==> src/rtl/quadrature_step_decoder.sv <==
// quadrature_step_decoder: synchronizes two quadrature channels, optionally
// glitch-filters them, decodes legal Gray transitions into one-cycle steps with
// a direction, and keeps a presettable wrapping position count plus a sticky
// error flag for double-bit jumps.
// Optional feature macro: QDEC_GLITCH_FILTER_EN (per-channel stability filter).
module quadrature_step_decoder #(
  parameter int WIDTH      = 16,
  parameter int FILTER_LEN = 4
) (
  input  logic             clk,
  input  logic             reset,
  input  logic             enc_a,
  input  logic             enc_b,
  input  logic             preset,
  input  logic [WIDTH-1:0] preset_val,
  input  logic             err_clr,
  output logic [WIDTH-1:0] pos,
  output logic             step,
  output logic             dir,
  output logic             err
);

  // Channel pairs are packed as {A, B} throughout.
  logic [1:0] s1_q, s1_d;
  logic [1:0] s2_q, s2_d;
  logic [1:0] f;

  // Two-stage synchronizer inputs: stage 1 samples the pins, stage 2 follows stage 1.
  always_comb begin
    s1_d = {enc_a, enc_b};
    s2_d = s1_q;
  end

  // Synchronizer registers, cleared by reset.
  always_ff @(posedge clk) begin
    if (reset) begin
      s1_q <= 2'b00;
      s2_q <= 2'b00;
    end else begin
      s1_q <= s1_d;
      s2_q <= s2_d;
    end
  end

`ifdef QDEC_GLITCH_FILTER_EN
  localparam int SETTLE = 3 + FILTER_LEN;
  localparam int CNT_W  = $clog2(FILTER_LEN + 1);
  localparam logic [CNT_W-1:0] CNT_LAST = CNT_W'(FILTER_LEN - 1);

  logic [1:0]       f_q, f_d;
  logic [CNT_W-1:0] cnt_q [2];
  logic [CNT_W-1:0] cnt_d [2];

  // A channel level is accepted only after it has differed from the filtered
  // level for FILTER_LEN consecutive edges; any return to agreement restarts it.
  always_comb begin
    f_d = f_q;
    for (int i = 0; i < 2; i++) begin
      cnt_d[i] = '0;
      if (s2_q[i] != f_q[i]) begin
        if (cnt_q[i] == CNT_LAST) begin
          f_d[i] = s2_q[i];
        end else begin
          cnt_d[i] = cnt_q[i] + 1'b1;
        end
      end
    end
  end

  // Filter registers: filtered levels and per-channel stability counters.
  always_ff @(posedge clk) begin
    if (reset) begin
      f_q      <= 2'b00;
      cnt_q[0] <= '0;
      cnt_q[1] <= '0;
    end else begin
      f_q      <= f_d;
      cnt_q[0] <= cnt_d[0];
      cnt_q[1] <= cnt_d[1];
    end
  end

  assign f = f_q;
`else
  localparam int SETTLE = 3;

  assign f = s2_q;
`endif

  localparam int SET_W = $clog2(SETTLE + 1);
  localparam logic [SET_W-1:0] SETTLE_LAST = SET_W'(SETTLE - 1);

  typedef enum logic {
    INIT,
    TRACK
  } state_t;

  state_t           state_q, state_d;
  logic [SET_W-1:0] settle_q, settle_d;
  logic [1:0]       prev_q, prev_d;
  logic [WIDTH-1:0] pos_q, pos_d;
  logic             step_q, step_d;
  logic             dir_q, dir_d;
  logic             err_q, err_d;
  logic             is_up, is_down, is_illegal;

  // Classify the move from the previous filtered pair to the current one.
  // Up order is 00 -> 10 -> 11 -> 01 -> 00; the reverse is down; a change of
  // both bits at once cannot be attributed to a direction.
  always_comb begin
    is_up      = 1'b0;
    is_down    = 1'b0;
    is_illegal = 1'b0;
    case ({prev_q, f})
      4'b00_10, 4'b10_11, 4'b11_01, 4'b01_00: is_up      = 1'b1;
      4'b10_00, 4'b11_10, 4'b01_11, 4'b00_01: is_down    = 1'b1;
      4'b00_11, 4'b11_00, 4'b10_01, 4'b01_10: is_illegal = 1'b1;
      default: ;
    endcase
  end

  // Next-state logic: INIT waits for the synchronizer and filter to settle
  // before latching a reference pair; TRACK turns moves into steps. A new error
  // overrides err_clr, and preset overrides any count change.
  always_comb begin
    state_d  = state_q;
    settle_d = settle_q;
    prev_d   = prev_q;
    pos_d    = pos_q;
    step_d   = 1'b0;
    dir_d    = dir_q;
    err_d    = err_q;
    if (err_clr) begin
      err_d = 1'b0;
    end
    case (state_q)
      INIT: begin
        if (settle_q == SETTLE_LAST) begin
          prev_d   = f;
          state_d  = TRACK;
          settle_d = '0;
        end else begin
          settle_d = settle_q + 1'b1;
        end
      end
      TRACK: begin
        prev_d = f;
        if (is_up) begin
          step_d = 1'b1;
          dir_d  = 1'b1;
          pos_d  = pos_q + 1'b1;
        end else if (is_down) begin
          step_d = 1'b1;
          dir_d  = 1'b0;
          pos_d  = pos_q - 1'b1;
        end else if (is_illegal) begin
          err_d = 1'b1;
        end
      end
      default: state_d = INIT;
    endcase
    if (preset) begin
      pos_d = preset_val;
    end
  end

  // Decoder state and registered outputs; reset discards any pending step.
  always_ff @(posedge clk) begin
    if (reset) begin
      state_q  <= INIT;
      settle_q <= '0;
      prev_q   <= 2'b00;
      pos_q    <= '0;
      step_q   <= 1'b0;
      dir_q    <= 1'b0;
      err_q    <= 1'b0;
    end else begin
      state_q  <= state_d;
      settle_q <= settle_d;
      prev_q   <= prev_d;
      pos_q    <= pos_d;
      step_q   <= step_d;
      dir_q    <= dir_d;
      err_q    <= err_d;
    end
  end

  assign pos  = pos_q;
  assign step = step_q;
  assign dir  = dir_q;
  assign err  = err_q;

endmodule

==> config.mk <==
export PLATFORM = sky130hd
export DESIGN_NAME = quadrature_step_decoder
export DESIGN_NICKNAME = d
export VERILOG_FILES = /design/src/rtl/quadrature_step_decoder.sv
export SDC_FILE = /design/constraint.sdc
export NUM_CORES = 1
export LEC_CHECK = 0
export CAP_MARGIN = 10
export CORE_AREA = 8 8 74 69
export DETAILED_ROUTE_END_ITERATION = 16
export DIE_AREA = 0 0 82 77
export PLACE_DENSITY = 0.78
export SLEW_MARGIN = 40
export SYNTH_ARGS = -nofsm -noshare
export SYNTH_HDL_FRONTEND = slang
export SYNTH_SLANG_ARGS = --single-unit
==> constraint.sdc <==
create_clock -name clk -period 4.1 [get_ports clk]
set_clock_uncertainty 0.2 [all_clocks]
set_input_delay 0.82 -clock clk [delete_from_list [all_inputs] [get_ports clk]]
set_output_delay 0.82 -clock clk [all_outputs]
set_load 0.03 [all_outputs]
; ---- Word level (Yosys, flattened, before mapping)
; Cells that the tools add are included.
; W data, S select, Z words.
[op_classes]
addsub = 3
mul = 0
n_div = 0
magnitude_cmp = 0
eq_ne = 14
shifts = 0
muxes = 21
bitwise_logic = 1
n_reduce_logical = 9
[op_table]
columns = cell, n
row1 = $mux W16, 4
row2 = $eq A4 B4 Y1 const B, 6
row3 = $add A16 B1 Y16 const B, 1
row4 = $sub A16 B1 Y16 const B, 1
row5 = $mux W1, 14
row6 = $eq A4 B3 Y1 const B, 3
row7 = $reduce_or A4 Y1, 3
row8 = $eq A4 B2 Y1 const B, 2
row9 = $eq A4 B1 Y1 const B, 1
row10 = $mux W2, 2
row11 = $pmux W2 S2, 1
row12 = $reduce_and A2 Y1, 2
row13 = $reduce_bool A2 Y1, 2
row14 = $reduce_bool A3 Y1, 1
row15 = $add A2 B1 Y2 const B, 1
row16 = $eq A2 B2 Y1 const B, 1
row17 = $ne A2 B2 Y1 const B, 1
row18 = $reduce_or A2 Y1, 1
row19 = $not A1 Y1, 1
[word_totals]
reg_bits = 28
latch_bits = 0
ram_bits = 0
mem_bits_ro = 0
inputBits = 22
output_inout_bits = 19
word_cells = 57
memories = 0

; ---- Logic depth before layout (Yosys ltp)
[depth]
word_depth = 7
depth_mapped = 9
depth_no_buf = 9

; ---- Worst setup path before layout
; No wires, ideal clock.
[synth_timing]
path_kind = register to register
from = register s2_q[0] (netlist: f[0])
to = register pos_q[14] (netlist: pos[14])
setup_ps = 74
arrival_time_ps = 2857
required_ps = 3826
slack_ps = 969
stages_incl_launch_ff = 10
path_buffers = 0
period_less_slack_ps = 3131
path_cell_list = dfxtp_1 -> xnor2_1 -> nand2_1 -> fa_1 -> a21oi_1 -> o211ai_1 -> a211oi_1 -> nor2_1 -> or4b_1 -> a31oi_1
[synth_via]
elab_chain_len = 6
elab_cells_between_ends = 17
[synth_lines]
columns = item, line_no
row1 = from (decl), 25  ; logic [1:0] s2_q, s2_d;
row2 = from (signal assigned), 38  ; s2_q <= 2'b00;
row3 = from (signal assigned), 41  ; s2_q <= s2_d;
row4 = "$eq A4 B2 Y1, or another cell as far along", 114  ; case ({prev_q, f})
row5 = $reduce_or A4 Y1, 114
row6 = $mux W1, 114
row7 = $mux W16, 148  ; if (is_up) begin
row8 = $mux W16, 136  ; case (state_q)
row9 = $mux W16, 162  ; if (preset) begin
row10 = to (signal assigned), 181  ; pos_q <= pos_d;
row11 = to (decl), 101  ; logic [WIDTH-1:0] pos_q, pos_d;
; Several ways; a longest one is shown, not always the timed one. The select of a mux whose other input is x is not followed.
; A chain may end at the register's enable or synchronous reset.

; ---- Worst setup path in the final report
; Same ends and word-level chain as after synthesis.

==> flow_summary.json <==
{
  "status": "finished, final reports clean",
  "post-dp-hpwl_um": 3317,
  "finish.net_count": 306,
  "synth_top_area_share": 0.2969,
  "synth_edf_count": 0,
  "drtIter0Drc": 113,
  "num_io_pins": 41,
  "critPathMaxFanout": 13,
  "cap_violations": 0,
  "finalWirelength_um": 4606,
  "start_kind": "flip-flop",
  "fp.dieW_um": 82,
  "ys_warn_count": 0,
  "drive_gt1_frac": 0.05970,
  "num_vias": 1778,
  "place_ws_ps": 849.3,
  "totalPowerFinal_mw": 0.8301,
  "synth.largest_area_cell": "dfxtp_1",
  "cts_buffer_depth": 2,
  "yosys_most_used_dff": "dfxtp_1",
  "synthArstFlopShare": 0,
  "clk_latency_ps": 280,
  "die_area_mm2": 0.006314,
  "finalCriticalPeriod_ps": 3249,
  "slew_headroom": 0.5658,
  "grt_pass1_vias": 1801,
  "drv_slew": 0,
  "routedWlPerCell_um": 14.58,
  "core_mm2": 0.003909,
  "via_per_inst": 5.627,
  "finalHoldViolCount": 0,
  "max_freq_mhz": 307.8,
  "drcViolationCount": 0,
  "post_cts_buffers": 0,
  "arrival_ps": 3270,
  "gp_congestion": 0.8924,
  "crit_type": "reg -> reg",
  "cts_tree": "done",
  "hold_path.class": "reg -> reg",
  "grt_usage": 0.1511,
  "dr.pass1.iters": 4,
  "holdWs_ps": 243.6,
  "synth-seq-area-share": 0.2969,
  "syn_inst": 230,
  "synth_cell_type_count": 48,
  "root_buffer": "clkbuf_8",
  "area_delta_synth_final_pct": 26.91,
  "num_rows": 22,
  "cts-htree-levels": 1,
  "grt_overflow": 0,
  "end_kind": "flip-flop",
  "cts-hold-fix-buffers": 0,
  "clk_pin_slew_ps": 100,
  "synth-seq-cells": 28,
  "fin_tns_setup_ps": 0,
  "cts.sinks": 28,
  "synth_area_leaders": "dfxtp_1 (30%), ha_1 (9.3%), a21oi_1 (5.6%)",
  "numPortBuffers": 40,
  "cts_resized": 0,
  "initial_core_util": 0.4830,
  "finalCritPeriodShare": 0.7925,
  "ant_nets": 0,
  "p_per_area_mw_per_mm2": 346.5,
  "place_inst": 312,
  "numCtsBuffers": 3,
  "die_h_um": 77,
  "layout.cells.non_filler": 316,
  "antenna_cells": 0,
  "final-setup-viol-count": 0,
  "syn-num-nets": 267,
  "p_leak_nw": 0.9777,
  "grt_max_degree": 23,
  "avgSynthCellArea_um2": 8.209,
  "ir_worst_vdd_mv": 0.1759,
  "worstMarginPinSlew_ps": 650.6,
  "setup_ws_ps": 850.9,
  "grt_first_pass_wirelength_um": 7962,
  "mappedNetlistArea_mm2": 0.001888,
  "worstPathRequired_ps": 4120,
  "rsz0062_at_grt": "no",
  "grt_antenna_before_repair": 0
}
==> layout by cell type (no fill, tap or decap), drive strengths merged, types with 3 or more instances in the layout <==
cell	instances
a21o	4
o211ai	5
a211oi	7
nor3	4
nor2	19
clkbuf	3
a311oi	3
nor4	3
mux2i	5
a31oi	3
nand3	5
o21ai	21
clkdlybuf4s50	40
and3	3
ha	14
xnor2	11
buf	3
nand2	24
dfxtp	28
and2	3
inv	8
nor2b	4
xor2	5
a21oi	22
==> synth_stat cells (2+ instances only) <==
master and instances:
nand3_1 5, nor4_1 2, mux2i_1 5, nor3_1 4, nor2b_1 4, nand2_1 23, or3_1 2, a21oi_1 21
a41oi_1 2, nor2_1 18, o211ai_1 5, inv_1 8, o211a_1 2, a31o_2 2, a21o_1 4, a211oi_1 7
xor2_1 4, a311oi_1 3, dfxtp_1 28, and3_1 3, a31oi_1 3, o21bai_1 2, and2_1 2, ha_1 14
clkbuf_1 6, o21ai_0 20, xnor2_1 10
==> worst max-delay path, stage by stage, from the launching register on <==
cell	delay, ps
dfxtp_1	350
xnor2_1	380
nand2_1	330
buf_4	290
ha_1	350
nand3_1	130
o21bai_1	90
a211oi_1	280
nor2_1	130
or4b_1	500
a31oi_1	160
==> stage by stage <==
| step | area, um^2 | utilization |
|---|---|---|
| global route | 2396 | 0.6130 |
| CTS | 2396 | 0.6130 |
| floorplan | 1888 | - |
| global placement | 2325 | 0.5948 |
| detailed placement | 2325 | 0.5948 |
| finish | 2396 | 0.6130 |
==> registers in the layout, summed over array words and instances, names as in the netlist <==
name	flops
dir	1
err	1
f	2
pos	16
prev_q	2
s1_q	2
settle_q	2
state_q	1
step	1
==> cells by family (layout without fill, tap and decap cells) <==
group | count (synthesis) | count (layout) | synth area share
mux | 5 | 5 | 0.02651
flops | 28 | 28 | 0.2969
fa+ha+maj | 15 | 15 | 0.1034
compound gates | 77 | 77 | 0.2598
simple gates | 71 | 71 | 0.1889
buf+inv | 18 | 56 | 0.04241
xor+xnor | 16 | 16 | 0.08217
==> path summary, 6_finish.rpt <==
check                     start  cells past startpoint  slack [ps]                    to
max             f[0]$_SDFF_PP0_                     10         850  pos[14]$_SDFFE_PP0P_
min          s1_q[1]$_SDFF_PP0_                      1         240       f[1]$_SDFF_PP0_
max reg2reg     f[0]$_SDFF_PP0_                     10         850  pos[14]$_SDFFE_PP0P_
min reg2reg  s1_q[1]$_SDFF_PP0_                      1         240       f[1]$_SDFF_PP0_
==> per-layer routing <==
metal	track usage	vias up	wire length, um
met3	0.03380	4	232
met4	0.03509	0	36
met1	0.1893	806	2144
met2	0.2518	53	2193
met5	0	-	0
li1	-	915	-
==> cell type report <==
class / instances / area, um^2
fill: 358 / 1513
tap: 48 / 60.06
inverter: 9 / 33.78
timing repair buffer: 43 / 422.9
multi-input combinational: 184 / 1247
clock inverter: 1 / 30.03
sequential: 28 / 560.5
clock buffer: 3 / 41.29
==> where the power goes <==
part           leakage [nW]  total [mW]  switching [mW]  internal, mW
combinational         0.711       0.299           0.161         0.138
sequential            0.231       0.310          0.0194         0.291
clock                0.0357       0.221          0.0903         0.131
total                 0.978       0.830           0.270         0.560
No activity file was read; power rests on OpenSTA's default activity.
